$ cat src/rtl/led_arb_pkg.sv
// Shared definitions for the LED write arbiter: FSM encoding, LED target
// addresses and the width of the inter-write gap counter.
package led_arb_pkg;

  // Arbiter FSM encoding.
  typedef enum logic [1:0] {
    IDLE  = 2'b00,
    WRITE = 2'b01,
    GAP   = 2'b10
  } arb_state_t;

  // LED register block targets: both low codes select bits 15:0, HI selects 23:16.
  localparam logic [1:0] LED_LO0 = 2'b00;
  localparam logic [1:0] LED_LO1 = 2'b01;
  localparam logic [1:0] LED_HI  = 2'b10;

  // Gap counter width; enough for up to 15 idle cycles between writes.
  localparam int GAP_W = 4;

  // Value loaded into the gap counter on entry to GAP (counts down to 0).
  function automatic logic [GAP_W-1:0] gap_load(input int gap_cycles);
    if (gap_cycles > 0) begin
      return GAP_W'(gap_cycles - 1);
    end
    return '0;
  endfunction

endpackage

$ cat src/rtl/led_arb_rr.sv
// Two-way round-robin grant for the CPU and debug requesters.
// The grant is combinational from the live requests; the last-grant
// pointer only moves when the arbiter actually commits to a write.
module led_arb_rr
  import led_arb_pkg::*;
(
  input  logic clock,
  input  logic reset,
  input  logic cpu_req,
  input  logic dbg_req,
  input  logic take,
  output logic grant_cpu,
  output logic grant_dbg
);

  // High when the CPU was the most recent winner; cleared so the CPU wins the first tie.
  logic last_cpu_reg;

  // Lone requester always wins; on a tie the port not granted last wins.
  always_comb begin
    grant_cpu = cpu_req && (!dbg_req || !last_cpu_reg);
    grant_dbg = dbg_req && !grant_cpu;
  end

  // Record the winner only at the edge where a write is actually started.
  always_ff @(posedge clock or posedge reset) begin
    if (reset) begin
      last_cpu_reg <= 1'b0;
    end else if (take && (cpu_req || dbg_req)) begin
      last_cpu_reg <= grant_cpu;
    end
  end

endmodule

$ cat src/rtl/led_write_arbiter.sv
// Arbitrates LED register writes between a CPU port and a debug port.
// A granted request produces a single-cycle write strobe plus ack, followed
// by GAP_CYCLES forced idle cycles during which requests are ignored.
module led_write_arbiter
  import led_arb_pkg::*;
#(
  parameter int GAP_CYCLES = 2
) (
  input  logic        clock,
  input  logic        reset,
  input  logic        cpu_req,
  input  logic [1:0]  cpu_addr,
  input  logic [15:0] cpu_data,
  output logic        cpu_ack,
  input  logic        dbg_req,
  input  logic [1:0]  dbg_addr,
  input  logic [15:0] dbg_data,
  output logic        dbg_ack,
  output logic        led_ctrl,
  output logic        io_write,
  output logic [1:0]  led_addr,
  output logic [15:0] write_data,
  output logic        busy
);

  localparam logic [GAP_W-1:0] GAP_LOAD = gap_load(GAP_CYCLES);
  localparam bit               HAS_GAP  = (GAP_CYCLES > 0);

  arb_state_t       state;
  logic [GAP_W-1:0] gap_cnt;
  logic             grant_cpu;
  logic             grant_dbg;
  logic             take;
  logic [1:0]       win_addr;
  logic [15:0]      win_data;

  // Requests are only considered while idle; this also gates the pointer update.
  assign take = (state == IDLE);

  led_arb_rr u_rr (
    .clock     (clock),
    .reset     (reset),
    .cpu_req   (cpu_req),
    .dbg_req   (dbg_req),
    .take      (take),
    .grant_cpu (grant_cpu),
    .grant_dbg (grant_dbg)
  );

  // Winner's address and data; the address is forwarded untouched, including 2'b11.
  always_comb begin
    win_addr = grant_dbg ? dbg_addr : cpu_addr;
    win_data = grant_dbg ? dbg_data : cpu_data;
  end

  // Busy reflects any non-idle state directly from the state register.
  assign busy = (state != IDLE);

  // Arbiter FSM with registered strobes, acks and forwarded address/data.
  always_ff @(posedge clock or posedge reset) begin
    if (reset) begin
      state      <= IDLE;
      gap_cnt    <= '0;
      led_ctrl   <= 1'b0;
      io_write   <= 1'b0;
      cpu_ack    <= 1'b0;
      dbg_ack    <= 1'b0;
      led_addr   <= LED_LO0;
      write_data <= 16'h0000;
    end else begin
      case (state)
        IDLE: begin
          if (grant_cpu || grant_dbg) begin
            state      <= WRITE;
            led_ctrl   <= 1'b1;
            io_write   <= 1'b1;
            cpu_ack    <= grant_cpu;
            dbg_ack    <= grant_dbg;
            led_addr   <= win_addr;
            write_data <= win_data;
          end
        end
        WRITE: begin
          // Strobe and ack last exactly one cycle; address/data keep their value.
          led_ctrl <= 1'b0;
          io_write <= 1'b0;
          cpu_ack  <= 1'b0;
          dbg_ack  <= 1'b0;
          if (HAS_GAP) begin
            state   <= GAP;
            gap_cnt <= GAP_LOAD;
          end else begin
            state <= IDLE;
          end
        end
        GAP: begin
          // Leave at the edge where the counter already reads zero.
          if (gap_cnt == '0) begin
            state <= IDLE;
          end else begin
            gap_cnt <= gap_cnt - 1'b1;
          end
        end
        default: begin
          state    <= IDLE;
          gap_cnt  <= '0;
          led_ctrl <= 1'b0;
          io_write <= 1'b0;
          cpu_ack  <= 1'b0;
          dbg_ack  <= 1'b0;
        end
      endcase
    end
  end

endmodule

$ cat config.mk
export PLATFORM = sky130hd
export DESIGN_NAME = led_write_arbiter
export DESIGN_NICKNAME = d
export VERILOG_FILES = /design/src/rtl/led_arb_pkg.sv /design/src/rtl/led_arb_rr.sv /design/src/rtl/led_write_arbiter.sv
export SDC_FILE = /design/constraint.sdc
export NUM_CORES = 1
export LEC_CHECK = 0
export BUFFER_PORTS_ARGS = -buffer_cell sky130_fd_sc_hd__buf_4
export CORE_UTILIZATION = 42
export DETAILED_ROUTE_END_ITERATION = 6
export GPL_TIMING_DRIVEN = 0
export PLACE_DENSITY = 0.75
export SETUP_SLACK_MARGIN = 0.15
export SLEW_MARGIN = 20
export SYNTH_ARGS = -nofsm -noshare
export SYNTH_HDL_FRONTEND = slang
export SYNTH_SLANG_ARGS = --single-unit
$ cat constraint.sdc
create_clock -name clock -period 1.6 [get_ports clock]
set_input_delay 0.32 -clock clock [delete_from_list [all_inputs] [get_ports clock]]
set_output_delay 0.32 -clock clock [all_outputs]
set_load 0.03 [all_outputs]
==> summary.md <==
| Metric | Value |
|---|---|
| Num CTS Buffers | 3 |
| Vias per cell | 5.355 |
| Internal power | 2.544 mW |
| Setup TNS | -0.2339 ns |
| Leak | 1.053 nW |
| Worst r2r path cells | 6 |
| Initial Util | 44.12% |
| Setup Skew | 0.02596 ns |
| # DRC | 0 |
| Synthesis warning total | 0 |
| R2R Path End | state[1] |
| Root Buffer | clkbuf_4 |
| Final setup fails | 4 |
| Layout cells sized above 1 | 43.44% |
| Sw power | 2.008 mW |
| Pin count of the biggest net entering global routing | 29 |
| Pwr Density | 2031 nW/µm² |
| Final nets | 291 |
| Wirelength per Cell | 13.60 µm |
| CP Buf/Inv Count | 2 |
| Fin cells | 290 |
| Die Height | 61.44 µm |
| Failing checks | setup timing |
| Clk pwr share | 10.5% |
| Critical path type | reg2reg |
| Post-synth ARST share | 100.0% |
| GRT Overall Usage | 21.56% |
| Cell variety after synth | 31 |
| Comb pwr share | 62.8% |
| Top flop regs | write_data x16, gap_cnt x4 |
| Largest Register | write_data |
| Clock Latency Late Sink | 0.35 ns |
| MaxCap Viol Count | 0 |
| Via total after detailed routing | 1553 |
| Area Growth Syn to Fin | 51.01% |
| Main synth FF type | dfrtp_1 |
| Max FFs per register | 16 |
| Worst setup SP type | flop |
| Final Total Pwr | 4.552 mW |
| Yosys reg bits | 28 |
| Slowest cell on the critical path | dfrtp_1 |
| CTS tree | built |
| Pre-CTS setup slack | -0.1424 ns |
| Final Max Slew Viols | 0 |
| Hold_ws | 0.01473 ns |
| Dpl cells | 275 |
| CP Capture Type | flop |
| Seq/Total Area, Yosys | 47.22% |
| CP top delay family | flip-flops |
| Syn_nets | 213 |
| EDFF count, synth | 0 |
| Routability Congestion | 0.7378 |
| Post-route cell area | 2241 µm² |
| Post-synthesis cell count | 167 |
| Initial antenna violation count | 0 |
| Mapped Avg Cell Area | 8.886 µm² |
| Clk slew on worst S/H paths | 0.17 ns |
| Share of power burned in registers | 26.7% |
| Crit path largest cell delay | 0.43 ns |
| RSZ-0062 raised after global routing | yes |
| Outcome | finished, violations left |
| I/O Pins | 63 |
| Vias in the first global route | 1347 |
| CP required | 1.83 ns |
| R2r startpoint | gap_cnt[0] |
| Most common cell after layout, fill and taps aside | buf_4 |
| Worst vdd ir | 828.5 µV |
| Width of the die | 61.44 µm |
| Final period util | 104.4% |
| R2R Setup Slk | -0.07 ns |
| Slew @ Worst Pin | 0.5928 ns |
| Time the worst path needs with I/O delays and setup | 1.670 ns |
| Sw Share | 44.11% |
| First-pass GRT wire length | 6009 µm |
| Finished Core Util | 66.63% |
| Core ar. | 3363 µm² |
| Fin. Hold Viols | 0 |
| Die area | 3775 µm² |
| Clock sinks | 28 |
| Routed wire length | 3943 µm |
| Cell Chain, Critical Path | inv_2 -> ha_4 -> or3b_4 -> buf_6 -> a22oi_2 -> mux2_4 |
| Maximum clock insertion buffer count | 2 |
| Final worst slack | -0.07005 ns |
| GRT overflow | 0 |
| Max-slew headroom | 60.42% |
| Starting DRT DRC Count | 104 |
| Worst hold path class | in2async |
| Crit Path Max Fanout | 2 |
| Dpl cell area | 2007 µm² |
| Crit path arrival time | 1.90 ns |
| Fmax | 598.8 MHz |
| Rows | 21 |
| Most frequent cells in the layout | buf_4 (74), dfrtp_1 (28), nor2_1 (23), a31oi_1 (19), nand3_1 (18) |
| Hpwl dp | 2657 µm |
| Post-synthesis cell area | 1484 µm² |
| Drt first pass iters | 4 |
| PortBufs | 62 |
| H-Tree Depth | 1 |
| N_diodes | 0 |
| Antenna Nets Post-Route | 0 |
-- power groups by stage --
stage | Clock [mW] | Combinational [mW] | Sequential (mW)
6_report | 0.477 | 2.86 | 1.22
5_1_grt | 0.519 | 3.08 | 1.26
4_1_cts | 0.483 | 2.72 | 1.22
3_5_place_dp | 0 | 2.35 | 1.24
3_3_place_gp | 0 | 2.33 | 1.23
2_1_floorplan | 0 | 1.06 | 1.74
-- how the worst max path moves through the flow --
| stage | start | end | depth (start not counted) |
|---|---|---|---|
| floorplan | gap_cnt[0] | state[1] | 6 |
| global placement | gap_cnt[0] | state[1] | 6 |
| finish | gap_cnt[0] | state[1] | 6 |
| global route | gap_cnt[0] | state[1] | 6 |
| CTS | gap_cnt[1] | state[1] | 6 |
| detailed placement | gap_cnt[0] | state[1] | 6 |
-- worst reg2reg max path: stages (launching register included) --
cell and delay [ns]:
dfrtp_1 0.43, inv_2 0.09, ha_4 0.12, or3b_4 0.37, buf_6 0.13, a22oi_2 0.13
mux2_4 0.31
-- logic make-up after synthesis --
logic type	count (synthesis)	share of synthesized area [%]
buffers and inverters	24	6.998
flip-flops	28	47.22
multiplexers	2	1.433
AO/OA/AOI/OAI	54	22.93
adder cells (fa/ha/maj)	6	5.059
AND/OR/NAND/NOR	53	16.36
-- synth_stat cells, drive strengths merged (5+ instances only) --
| cell | instances | area share (%) |
|---|---|---|
| a31oi | 19 | 8.0 |
| inv | 10 | 2.5 |
| clkbuf | 5 | 1.3 |
| nand3 | 19 | 6.4 |
| nor2 | 23 | 5.8 |
| nand2 | 5 | 1.3 |
| buf | 9 | 3.2 |
| ha | 6 | 5.1 |
| o21ai | 22 | 7.4 |
| dfrtp | 28 | 47 |
-- metal layers --
layer  vias to the layer above  GRT usage (%)  share of wire, %
li1                        756              -                 -
met1                       737          29.42                43
met2                        56          35.56                50
met3                         4          2.311               6.0
met4                         0          7.937               1.1
met5                         -              0                 0
-- what timing repair did --
action,CTS,global route
hold buffers,0,0
resized for setup,21,16
setup endpoints to repair,25,26
pin swaps,4,2
buffers inserted,9,2
-- layout make-up --
cell class | instances | area [µm²]
fill | 290 | 1122
inverter | 10 | 40.04
clock inverter | 1 | 30.03
tap | 46 | 57.56
buffer | 14 | 107.6
multi-input combinational | 115 | 730.7
clock buffer | 3 | 22.52
timing repair buffer | 73 | 551.8
sequential | 28 | 700.7
No activity file was read; power rests on OpenSTA's default activity.
